[src/rtl/lab_pkg.sv]
// Shared lab definitions: button-event FSM state encoding and default timing
// constants, specified at the 10 kHz system clock.
package lab_pkg;

    typedef enum logic [2:0] {
        IDLE,
        PRESS1,
        HOLD,
        GAP,
        PRESS2
    } btn_state_t;

    localparam int unsigned BTN_LONG_CNT   = 10000;
    localparam int unsigned BTN_DBL_GAP    = 3000;
    localparam int unsigned BTN_REPEAT_CNT = 2000;

endpackage

[src/rtl/button_event.sv]
// Classifies a debounced button level into one-cycle event pulses:
// press/release edges, click, double click, long press and hold auto-repeat.
module button_event
    import lab_pkg::*;
#(
    parameter int unsigned CNT_W      = 14,
    parameter int unsigned LONG_CNT   = BTN_LONG_CNT,
    parameter int unsigned DBL_GAP    = BTN_DBL_GAP,
    parameter int unsigned REPEAT_CNT = BTN_REPEAT_CNT
) (
    input  logic clk,
    input  logic reset_n,
    input  logic btn_level,
    output logic press_pulse,
    output logic release_pulse,
    output logic click,
    output logic double_click,
    output logic long_press,
    output logic repeat_pulse,
    output logic busy
);

    localparam logic [CNT_W-1:0] LONG_TC = CNT_W'(LONG_CNT - 1);
    localparam logic [CNT_W-1:0] DBL_TC  = CNT_W'(DBL_GAP - 1);
    localparam logic [CNT_W-1:0] REP_TC  = CNT_W'(REPEAT_CNT - 1);

    btn_state_t       state_q, state_d;
    logic [CNT_W-1:0] cnt_q, cnt_d;
    logic             btn_prev_q;
    logic             press_q, release_q, click_q, double_q, long_q, repeat_q, busy_q;
    logic             click_d, double_d, long_d, repeat_d, busy_d;
    logic             rise, fall;

    assign rise = btn_level & ~btn_prev_q;
    assign fall = ~btn_level & btn_prev_q;

    // Edges take priority over a same-cycle terminal count in every state.
    always_comb begin
        state_d  = state_q;
        cnt_d    = cnt_q;
        click_d  = 1'b0;
        double_d = 1'b0;
        long_d   = 1'b0;
        repeat_d = 1'b0;
        unique case (state_q)
            IDLE: begin
                if (rise) begin
                    state_d = PRESS1;
                    cnt_d   = '0;
                end
            end
            PRESS1: begin
                if (fall) begin
                    state_d = GAP;
                    cnt_d   = '0;
                end else if (cnt_q == LONG_TC) begin
                    long_d  = 1'b1;
                    state_d = HOLD;
                    cnt_d   = '0;
                end else begin
                    cnt_d = cnt_q + 1'b1;
                end
            end
            HOLD: begin
                if (fall) begin
                    state_d = IDLE;
                    cnt_d   = '0;
                end else if (cnt_q == REP_TC) begin
                    repeat_d = 1'b1;
                    cnt_d    = '0;
                end else begin
                    cnt_d = cnt_q + 1'b1;
                end
            end
            GAP: begin
                if (rise) begin
                    state_d = PRESS2;
                    cnt_d   = '0;
                end else if (cnt_q == DBL_TC) begin
                    click_d = 1'b1;
                    state_d = IDLE;
                    cnt_d   = '0;
                end else begin
                    cnt_d = cnt_q + 1'b1;
                end
            end
            PRESS2: begin
                if (fall) begin
                    double_d = 1'b1;
                    state_d  = IDLE;
                    cnt_d    = '0;
                end else if (cnt_q == LONG_TC) begin
                    long_d  = 1'b1;
                    state_d = HOLD;
                    cnt_d   = '0;
                end else begin
                    cnt_d = cnt_q + 1'b1;
                end
            end
            default: begin
                state_d = IDLE;
                cnt_d   = '0;
            end
        endcase
        busy_d = (state_d != IDLE);
    end

    always_ff @(posedge clk or negedge reset_n) begin
        if (!reset_n) begin
            state_q    <= IDLE;
            cnt_q      <= '0;
            btn_prev_q <= 1'b0;
            press_q    <= 1'b0;
            release_q  <= 1'b0;
            click_q    <= 1'b0;
            double_q   <= 1'b0;
            long_q     <= 1'b0;
            repeat_q   <= 1'b0;
            busy_q     <= 1'b0;
        end else begin
            state_q    <= state_d;
            cnt_q      <= cnt_d;
            btn_prev_q <= btn_level;
            press_q    <= rise;
            release_q  <= fall;
            click_q    <= click_d;
            double_q   <= double_d;
            long_q     <= long_d;
            repeat_q   <= repeat_d;
            busy_q     <= busy_d;
        end
    end

    assign press_pulse   = press_q;
    assign release_pulse = release_q;
    assign click         = click_q;
    assign double_click  = double_q;
    assign long_press    = long_q;
    assign repeat_pulse  = repeat_q;
    assign busy          = busy_q;

endmodule

[config.mk]
export PLATFORM = sky130hd
export DESIGN_NAME = button_event
export DESIGN_NICKNAME = d
export VERILOG_FILES = /design/src/rtl/lab_pkg.sv /design/src/rtl/button_event.sv
export SDC_FILE = /design/constraint.sdc
export NUM_CORES = 1
export LEC_CHECK = 0
export ABC_AREA = 1
export CAP_MARGIN = 20
export CORE_ASPECT_RATIO = 1.25
export CORE_MARGIN = 8
export CORE_UTILIZATION = 40
export DETAILED_ROUTE_END_ITERATION = 16
export SYNTH_ARGS = -nofsm -noshare
export SYNTH_HDL_FRONTEND = slang
export SYNTH_SLANG_ARGS = --single-unit
[constraint.sdc]
create_clock -name clk -period 1.76 [get_ports clk]
set_input_delay 0.528 -clock clk [delete_from_list [all_inputs] [get_ports clk]]
set_output_delay 0.528 -clock clk [all_outputs]
set_load 0.01 [all_outputs]
## Word level (Yosys, flattened, before mapping)

Cells that the tools add are included.

| operators by class | value |
|---|---|
| $add $sub $neg | 1 |
| bitwise gates (word level) | 4 |
| multiplexer cells | 27 |
| equality and inequality tests | 8 |
| reductions and logical operators | 3 |

Operators by type and width:

| kind | number |
|---|---|
| 14-bit two-way mux | 7 |
| 14-bit one-hot mux with 4 select lines | 1 |
| 3-bit two-way mux | 7 |
| 3-bit one-hot mux with 5 select lines | 1 |
| 14-bit by 1-bit adder with 14-bit output, second input constant | 1 |
| 14-bit by 11-bit == test with 1-bit output, second input constant | 1 |
| 14-bit by 12-bit == test with 1-bit output, second input constant | 1 |
| 14-bit == test, second input constant | 1 |
| 1-bit two-way mux | 11 |
| 3-bit by 2-bit == test with 1-bit output, second input constant | 2 |
| 3-bit by 1-bit == test with 1-bit output, second input constant | 1 |
| 3-bit == test, second input constant | 1 |
| 3-bit zero test | 1 |
| 3-bit nonzero test | 1 |
| 1-bit AND | 2 |
| 2-bit != test, second input constant | 1 |
| 1-bit inverter | 2 |
| 2-bit OR reduction | 1 |

| storage, ports and cells | value |
|---|---|
| register bits after elaboration | 25 |
| input port bits | 3 |
| output and inout port bits | 7 |
| logic and storage cells | 53 |

## Longest topological paths before layout

Gate-level depths: netlist of run 1.

| logic depth | value |
|---|---|
| depth in word-level cells | 5 |
| mapped depth | 10 |
| depth with buffers taken out | 10 |

## Worst setup path after synthesis of run 1

OpenSTA, ideal clock, no wires.

| timing | value |
|---|---|
| kind | input to register |
| start point | input btn_level |
| end point | register cnt_q[11] |
| data required time | 1.642 ns |
| path slack | 0.258 ns |
| stages on the path | 8 |
| setup time | 0.118 ns |
| data arrival time | 1.384 ns |
| path through | inv_1 > nor2_4 > nor2_4 > inv_2 > nand3_2 > or2_0 > nor2_1 > nor2_2 |

| on the way | value |
|---|---|
| elaborated cells between the ends (all ways) | 8 |
| those cells by class | eq/ne: 1; mux: 4; bitwise: 3 |

RTL lines:

| what | RTL line | RTL |
|---|---|---|
| start: declaration | button_event.sv:13 | `input logic btn_level,` |
| 1-bit AND * | button_event.sv:34 | `assign rise = btn_level & ~btn_prev_q;` |
| via rise | button_event.sv:32 | `logic rise, fall;` |
| 14-bit two-way mux | button_event.sv:76 | `if (rise) begin` |
| 14-bit one-hot mux with 4 select lines | button_event.sv:45 | `unique case (state_q)` |
| end signal: assignment | button_event.sv:122 | `cnt_q <= cnt_d;` |
| end: declaration | button_event.sv:28 | `logic [CNT_W-1:0] cnt_q, cnt_d;` |

Mark *: on every way through the listed nets, which the timed path passes. The rest lies on a longest branch.
A chain may end at the register's enable or synchronous reset.

## Worst setup path after layout of run 1

| timing | value |
|---|---|
| start point | register release_q, in the netlist release_pulse |
| end point | output release_pulse |

RTL lines:

| what | RTL line | RTL |
|---|---|---|
| start: declaration | button_event.sv:30 | `logic press_q, release_q, click_q, double_q, long_q, repeat_q, busy_q;` |
| start signal: assignment | button_event.sv:125 | `release_q <= fall;` |
| end: declaration | button_event.sv:15 | `output logic release_pulse,` |

No word-level cell between the ends.

==> summary.md, run 1 <==
| Metric | Value |
|---|---|
| Std-Cell Rows | 26 |
| CP startpoint kind | register |
| Top cells by area, synth | dfrtp_1 39%, nand2_1 14%, nor2_1 9.5%, nand3_1 7.7%, inv_1 5.3% |
| Clk_lat worst skew | 0.28 ns |
| Largest stage delay on the critical path | 0.53 ns |
| Worst r2r src | cnt_q[0] |
| Crit end category | primary output |
| Synth-to-layout area growth | 20.6% |
| Fin Clk Skew | 0.00919 ns |
| FFs w/ async S/R, synth | 100% |
| Delay-heaviest family, CP | buffers and inverters |
| Final HPWL from detailed placement | 3.20 mm |
| Largest net degree at the start of global routing | 26 |
| Critical R2R Capture | cnt_q[12] |
| Synth area leader | dfrtp_1 |
| Met2 Usage GRT | 24.1% |
| Maximum vdd drop | 0.000572 V |
| Worst-case headroom to the max-slew limit | 77.6% |
| Routed wire length | 4.04 mm |
| Htree depth | 1 |
| # clock sinks | 25 |
| Power per Cell Area | 844 nW/µm² |
| P_int | 1.03 mW |
| Combinational power share | 35.8% |
| Worst r2r path cells | 10 |
| GRT met1 Usage | 16.9% |
| Max Cap Violations | 0 |
| Top Usage Layer GRT | met2 |
| Die H | 87.1 µm |
| Core area | 3970 µm² |
| Hold Buf Count CTS | 0 |
| Run status | finished clean |
| Die W | 72.8 µm |
| Top-level port count | 10 |
| Worst Path Buf+Inv | 1 |
| Synth warn | 0 |
| Flop pwr share | 41.6% |
| CP Class | reg2out |
| Syn nets | 239 |
| Fin area | 1950 µm² |
| Worst-margin pin slew | 0.333 ns |
| Drt first pass iters | 4 |
| Ratio of cells with drive above 1 in the final layout | 18.3% |
| Synth Cell Area | 1620 µm² |
| Arr. time, crit path | 1.16 ns |
| Vias per cell | 4.89 |
| Die area | 6340 µm² |
| Fin. max-slew vios | 0 |
| Met3 Resource Use GR | 1.96% |
| Worst hold endpoint | double_click |
| Total congestion overflow | 0 |
| Critical-path top delay cell | clkdlybuf4s50_1 |
| DP Worst Slack | -0.224 ns |
| Synth Register Bits | 25 |
| Yosys top cell area share | 38.7% |
| First-pass GRT wire length | 7.17 mm |
| Reg clk slew, reported paths | 0.10 ns |
| PortBufs | 9 |
| Final period utilization | 95.9% |
| RSZ-0062 raised after global routing | no |
| Top FF cell, synth | dfrtp_1 |
| Vias in the first global route | 1585 |
| CTS Buf Count | 3 |
| Gate Count Post-Synth | 235 |
| Fillers | 429 |
| Crit path max fanout | 1 |
| Initial antenna violation count | 0 |
| Total GRT Usage | 14.3% |
| Synth cell types | 24 |
| P_sw | 615 µW |
| Mean area per synthesized cell | 6.87 µm² |
| R2r setup slk | 0.16 ns |
| Placer Congestion | 0.901 |
| Clk network pwr share | 22.7% |
| Fmax | 593 MHz |
| Tmin final | 1.69 ns |
| Routed WL per cell | 12.7 µm |
| WP data required | 1.23 ns |
| Crit path cell chain | clkdlybuf4s50_1 |
| Starting DRT DRC Count | 74 |
| Detailed-route via count | 1561 |
| Post-route ant nets | 0 |
| Fin. Hold Viols | 0 |
| Static Leak | 0.965 nW |
| CTS tree | done |
| Hold-critical path depth | 2 |
| Setup-failing EPs final | 0 |
| Switching share of power | 37.4% |
| DRC viols | 0 |
| Ant. Diodes | 0 |
| Number of synthesized flops with an enable pin | 0 |
| Max Root-Sink Buffers | 2 |
| Total Power | 1.64 mW |
| Setup ws final | 0.0724 ns |
| Clock root cell | clkbuf_8 |
| Layout Nets | 268 |
| Worst min path class | reg2reg |
| Initial Utilization | 40.7% |
| Hold_sp | state_q[2] |
| Seq/Total Area, Yosys | 38.7% |
| Placed cell areas | 1880 µm² |
repair_timing:
item                                    4_1_cts  5_1_grt
gates resized for setup                       0        2
buffers inserted                              0        2
endpoints found under the setup margin        0        9
metrics by stage:
step | util [%] | TNS, ns | hold WS, ns | instances
after floorplan | - | 0 | 0.232 | 235
after global placement | 47.3 | -1.73 | 0.526 | 313
after detailed placement | 47.3 | -2.16 | 0.530 | 313
after CTS | 48.5 | 0 | 0.556 | 317
after global routing | 49.1 | 0 | 0.604 | 319
final | 49.1 | 0 | 0.593 | 319
worst max path at each step:
stage / startpoint / endpoint / slack, ns / cells after the start
after floorplan: btn_level / cnt_q[11] / 0.26 / 8
after global placement: btn_level / cnt_q[11] / -0.18 / 9
after detailed placement: btn_level / cnt_q[11] / -0.22 / 9
after CTS: release_pulse / release_pulse / 0.06 / 1
after global routing: btn_level / cnt_q[9] / 0.002 / 9
final: release_pulse / release_pulse / 0.07 / 1
cell type report:
class | instances | area [µm²] | share of cell area, %
clock buffers | 3 | 41.3 | 2.12
clock inverters | 1 | 8.76 | 0.450
inverters | 34 | 128 | 6.55
multi-input cells | 174 | 857 | 44.0
flip-flops and latches | 25 | 626 | 32.1
well taps | 56 | 70.1 | 3.60
repair buffers | 26 | 218 | 11.2
synth_stat cells, types with 4 or more instances:
master / count
o21ai_1: 6
xor2_1: 5
nor2_1: 41
nand2_1: 60
inv_1: 23
dfrtp_1: 25
inv_2: 11
nor3_1: 4
nor2_2: 4
nand3_1: 25
nand4_1: 13
nand2_2: 4
power by group through the flow:
stage	sequential, mW	combinational [mW]	clock [mW]
final	0.684	0.588	0.373
after global routing	0.691	0.673	0.399
after CTS	0.688	0.565	0.385
after detailed placement	0.699	0.561	0
after global placement	0.698	0.559	0
after floorplan	0.695	0.341	0
cells by family (layout without fill, tap and decap cells):
family / count (synthesis) / after routing / synth area share [%]
AOI/OAI and AO/OA: 8 / 8 / 2.63
xor gates and xnor gates: 5 / 5 / 2.71
adders and majority gates: 1 / 1 / 0.774
buffers and inverters: 36 / 64 / 8.68
DFF: 25 / 25 / 38.7
and+or+nand+nor: 160 / 160 / 46.5
placed cells by master, fill, tap and decap left out, types with 6 or more instances in the layout:
master | synthesis | final
buf_4 | 1 | 17
clkdlybuf4s50_1 | 0 | 9
dfrtp_1 | 25 | 25
inv_1 | 23 | 23
inv_2 | 11 | 11
nand2_1 | 60 | 59
nand3_1 | 25 | 25
nand4_1 | 13 | 13
nor2_1 | 41 | 41
o21ai_1 | 6 | 6
per-layer routing:
metal	vias up	share of wire, %
met5	-	0
met1	714	43
met3	12	3.0
met4	0	3.8
li1	807	-
met2	28	50
flip-flops by register name, summed over array words and instances (netlist names):
| register | flops |
|---|---|
| release_pulse | 1 |
| state_q | 3 |
| click | 1 |
| btn_prev_q | 1 |
| double_click | 1 |
| long_press | 1 |
| busy | 1 |
| press_pulse | 1 |
| cnt_q | 14 |
| repeat_pulse | 1 |
Power figures use the tool's default switching activity.
==> run 2: changes to the inputs <==
--- a/config.mk
+++ b/config.mk
@@ -8,9 +8,9 @@
 export ABC_AREA = 1
 export CAP_MARGIN = 20
 export CORE_ASPECT_RATIO = 1.25
-export CORE_MARGIN = 8
 export CORE_UTILIZATION = 40
 export DETAILED_ROUTE_END_ITERATION = 16
+export PLACE_DENSITY = 0.66
 export SYNTH_ARGS = -nofsm -noshare
 export SYNTH_HDL_FRONTEND = slang
 export SYNTH_SLANG_ARGS = --single-unit
==> run 2 against run 1 <==
Effect of this change: critical endpoint is now cnt_q[11]; clock power decreased by 8.8%; critical path type is now in2reg; via count grew 1.3%; hold slack worse by 0.062 ns; setup slack better by 0.010 ns; flip-flop and latch count is the same; global-route usage increased by 7.0 points; non-clock buffer count shrank 2; power down 2.6%; clock skew down 0.0066 ns; sequential power about the same; register-to-register slack got worse by 0.05 ns; final area fell by 1.0%.
==> summary.md, run 2 (synthesized netlist as in run 1, its figures left out) <==
| Metric | Value |
|---|---|
| Run status | finished clean |
| Fin. Hold Viols | 0 |
| Worst r2r path cells | 10 |
| Fin. max-slew vios | 0 |
| First-pass GRT wire length | 7.04 mm |
| Fin area | 1930 µm² |
| Tmin final | 1.68 ns |
| Die W | 58.8 µm |
| Die H | 73.1 µm |
| Max Root-Sink Buffers | 2 |
| Arr. time, crit path | 1.85 ns |
| Synth-to-layout area growth | 19.4% |
| Placer Congestion | 0.949 |
| Post-route ant nets | 0 |
| Power per Cell Area | 831 nW/µm² |
| Ant. Diodes | 0 |
| # clock sinks | 25 |
| Clock root cell | clkbuf_8 |
| Maximum vdd drop | 0.000671 V |
| P_int | 1.02 mW |
| Combinational power share | 36.1% |
| Final HPWL from detailed placement | 3.06 mm |
| Switching share of power | 36.6% |
| Crit path max fanout | 5 |
| Largest regs | cnt_q x14, state_q x3 |
| Layout Nets | 266 |
| Setup TNS | 0 ns |
| Routed WL per cell | 12.4 µm |
| DP Worst Slack | -0.224 ns |
| Drt first pass iters | 4 |
| Total congestion overflow | 0 |
| Detailed-route via count | 1581 |
| Total Power | 1.60 mW |
| Most frequent cells in the layout | 60 x nand2_1, 40 x nor2_1, 25 x nand3_1, 25 x dfrtp_1, 22 x inv_1 |
| Max reg flops | 14 |
| Largest register by flop count | cnt_q |
| DRC viols | 0 |
| Starting DRT DRC Count | 24 |
| Setup ws final | 0.0829 ns |
| CTS tree | done |
| Hold-critical path depth | 2 |
| Initial antenna violation count | 0 |
| Htree depth | 1 |
| Static Leak | 0.948 nW |
| Fin Clk Skew | 0.00263 ns |
| Worst min path class | reg2reg |
| CTS Buf Count | 3 |
| Worst-margin pin slew | 0.354 ns |
| PortBufs | 9 |
| P_sw | 586 µW |
| Setup-failing EPs final | 0 |
| Clk network pwr share | 21.2% |
| CP Class | in2reg |
| Final period utilization | 95.3% |
| Fmax | 596 MHz |
| Largest net degree at the start of global routing | 26 |
| Vias per cell | 5.02 |
| Hold Buf Count CTS | 0 |
| Ratio of cells with drive above 1 in the final layout | 18.0% |
| Reg clk slew, reported paths | 0.08 ns |
| Flop pwr share | 42.7% |
| Clk_lat worst skew | 0.27 ns |
| Max Cap Violations | 0 |
| Die area | 4300 µm² |
| Worst-case headroom to the max-slew limit | 76.2% |
| Total GRT Usage | 21.3% |
| Vias in the first global route | 1626 |
| Crit end category | register |
| Routed wire length | 3.91 mm |
| Std-Cell Rows | 25 |
| Placed cell areas | 1870 µm² |
| Core area | 3820 µm² |
| WP data required | 1.93 ns |
| Most common cell after layout, fill and taps aside | nand2_1 |
| CP startpoint kind | input pin |
| Initial Utilization | 42.3% |
| Top-level port count | 10 |
==> run 2: power by group through the flow <==
| stage | sequential [mW] | clock, mW | combinational (mW) |
|---|---|---|---|
| 5_1_grt | 0.690 | 0.375 | 0.657 |
| 3_5_place_dp | 0.695 | 0 | 0.553 |
| 6_report | 0.683 | 0.340 | 0.578 |
| 3_3_place_gp | 0.695 | 0 | 0.549 |
| 4_1_cts | 0.684 | 0.360 | 0.556 |
| 2_1_floorplan | 0.695 | 0 | 0.341 |
==> run 2: path summary, 6_finish.rpt <==
check,start,endpoint,slack [ns]
setup / recovery,btn_level,cnt_q[11],0.08
hold / removal,cnt_q[1],cnt_q[1],0.53
setup reg to reg,cnt_q[1],cnt_q[4],0.11
hold reg to reg,cnt_q[1],cnt_q[1],0.53
max in group asynchronous,reset_n,cnt_q[5],0.89
min in group asynchronous,reset_n,cnt_q[12],0.62
==> run 2: through the flow <==
step                      std cells  utilization [%]  hold slack (ns)
after detailed placement        310             48.9            0.534
after CTS                       314             50.1            0.555
after floorplan                 235                -            0.232
final                           315             50.5            0.531
after global placement          310             48.9            0.516
after global routing            315             50.5            0.558
==> run 2: critical path, cell delays in order <==
cell and delay, ns:
clkdlybuf4s50_1 0.50, inv_2 0.07, nor2_4 0.16, nor2_4 0.06
inv_4 0.07, nand3_2 0.06, or2_0 0.23, nor2_1 0.12
nor2_2 0.05
==> run 2: what timing repair did <==
| item | CTS | global route |
|---|---|---|
| resized for setup | 0 | 5 |
| hold endpoints to repair | 0 | 0 |
| buffers inserted | 0 | 1 |
| endpoints found under the setup margin | 0 | 8 |
==> run 2: cell type report <==
cell class | instances | area [µm²]
inverters | 34 | 133
multi-input cells | 174 | 855
well taps | 54 | 67.6
repair buffers | 24 | 203
flip-flops and latches | 25 | 626
clock buffers | 4 | 45.0
fillers | 423 | 1890
==> run 2: layer usage <==
layer	part of all wire, %	global-route usage (%)	up-vias	wire, µm
met4	2.0	7.67	0	78
li1	-	-	799	-
met2	52	38.5	22	2030
met5	0	0	-	0
met3	2.1	2.48	7	83
met1	44	25.6	753	1710
==> run 3: changes to the inputs <==
--- a/config.mk
+++ b/config.mk
@@ -9,6 +9,7 @@
 export CAP_MARGIN = 20
 export CORE_ASPECT_RATIO = 1.25
 export CORE_UTILIZATION = 40
+export CTS_BUF_LIST = sky130_fd_sc_hd__clkbuf_16
 export DETAILED_ROUTE_END_ITERATION = 16
 export PLACE_DENSITY = 0.66
 export SYNTH_ARGS = -nofsm -noshare
==> run 3 against run 2 <==
Effect of this change: utilization grew 1.0 points; clock power grew 46%; sequential share of layout area shrank 0.64 points; clock skew grew 0.00098 ns; critical path depth grew 1; flip-flop and latch count is the same; power grew 10%; final area grew 2.0%; via count shrank 0.70%; sequential power is essentially flat; non-clock buffer count is the same; clock-buffer cell count shrank 1; largest cell class unchanged.
==> summary.md, run 3 (synthesized netlist as in run 1, its figures left out) <==
| Metric | Value |
|---|---|
| Run status | finished clean |
| Vias per cell | 4.98 |
| Clk_lat worst skew | 0.26 ns |
| Worst-case headroom to the max-slew limit | 77.5% |
| Setup-failing EPs final | 0 |
| Fin. Hold Viols | 0 |
| Synth-to-layout area growth | 21.8% |
| Core area | 3820 µm² |
| CTS tree | done |
| WP data required | 1.91 ns |
| Largest register by flop count | cnt_q |
| Total Power | 1.76 mW |
| Tmin final | 1.64 ns |
| Crit end category | register |
| Final period utilization | 93.4% |
| Power per Cell Area | 896 nW/µm² |
| Vias in the first global route | 1606 |
| CP startpoint kind | register |
| DRC viols | 0 |
| Placed cell areas | 1870 µm² |
| Htree depth | 1 |
| Routed WL per cell | 12.5 µm |
| Die area | 4300 µm² |
| Max reg flops | 14 |
| Hold Buf Count CTS | 0 |
| Final HPWL from detailed placement | 3.06 mm |
| Maximum vdd drop | 0.000784 V |
| Fillers | 412 |
| Std-Cell Rows | 25 |
| Arr. time, crit path | 1.79 ns |
| Worst r2r path cells | 10 |
| Most frequent cells in the layout | 59 x nand2_1, 40 x nor2_1, 25 x nand3_1, 25 x dfrtp_1, 23 x inv_1 |
| Top-level port count | 10 |
| Max Cap Violations | 0 |
| Setup ws final | 0.116 ns |
| Largest regs | cnt_q x14, state_q x3 |
| Total GRT Usage | 21.5% |
| Core Util, Final | 51.5% |
| Drt first pass iters | 4 |
| Ratio of cells with drive above 1 in the final layout | 18.4% |
| Fmax | 608 MHz |
| Static Leak | 0.977 nW |
| Total congestion overflow | 0 |
| Largest net degree at the start of global routing | 26 |
| Crit path max fanout | 7 |
| RSZ-0062 raised after global routing | no |
| Most common cell after layout, fill and taps aside | nand2_1 |
| Die W | 58.8 µm |
| Starting DRT DRC Count | 36 |
| Fin. max-slew vios | 0 |
| Clock root cell | clkbuf_16 |
| PortBufs | 9 |
| Reg clk slew, reported paths | 0.06 ns |
| Placer Congestion | 0.949 |
| DP Worst Slack | -0.224 ns |
| Initial antenna violation count | 0 |
| Detailed-route via count | 1570 |
| Ant. Diodes | 0 |
| Fin Clk Skew | 0.00360 ns |
| Post-route ant nets | 0 |
| CP Class | reg2reg |
| Worst-margin pin slew | 0.335 ns |
| Initial Utilization | 42.3% |
| First-pass GRT wire length | 7.04 mm |
| CTS Buf Count | 3 |
| Die H | 73.1 µm |
| # clock sinks | 25 |
| Layout Nets | 266 |
| Hold-critical path depth | 1 |
| Setup TNS | 0 ns |
| Fin area | 1970 µm² |
| Worst min path class | in2reg |
| Max Root-Sink Buffers | 2 |
| Routed wire length | 3.93 mm |
==> run 3: path summary, 6_finish.rpt <==
kind / startpoint / endpoint / slack (ns)
max in group asynchronous: reset_n / cnt_q[5] / 0.88
setup / recovery: cnt_q[1] / cnt_q[4] / 0.12
min in group asynchronous: reset_n / cnt_q[6] / 0.64
hold reg to reg: cnt_q[1] / cnt_q[1] / 0.53
setup reg to reg: cnt_q[1] / cnt_q[4] / 0.12
hold / removal: btn_level / btn_prev_q / 0.44
==> run 3: timing repair <==
action,in CTS,in global routing
gates resized for setup,0,7
endpoints found under the setup margin,0,8
setup buffers,0,1
==> run 3: final cells by class <==
type                    instances  area [µm²]  share of cell area [%]
clock buffers                   3        75.1                    3.82
multi-input cells             174         857                    43.6
inverters                      34         133                    6.74
repair buffers                 24         205                    10.4
flip-flops and latches         25         626                    31.8
well taps                      54        67.6                    3.44
clock inverters                 1        3.75                   0.191
==> run 3: metrics by stage <==
stage               hold WS [ns]  std cells
global placement           0.516        310
detailed placement         0.534        310
global route               0.436        315
floorplan                  0.232        235
CTS                        0.549        314
finish                     0.439        315
==> run 3: critical path, cell delays in order (launching register included) <==
cell and delay (ns):
dfrtp_1 0.37, ha_2 0.21, nand2_2 0.10, inv_2 0.07, nand2_1 0.06, nor2_2 0.16, nand2_1 0.13, nand2_1 0.14
nand4_2 0.13, inv_4 0.12, nor2_1 0.05
==> run 3: routing by layer <==
layer,wire [µm],global-route usage [%],vias to the layer above
met4,74,7.67,0
met5,0,0,-
li1,-,-,797
met1,1740,26.6,735
met3,107,3.01,7
met2,2010,37.6,31
==> run 3: power breakdown <==
part	switching, mW	total [mW]	internal (mW)
Sequential	0.0519	0.685	0.633
Combinational	0.359	0.581	0.222
Clock	0.193	0.497	0.304
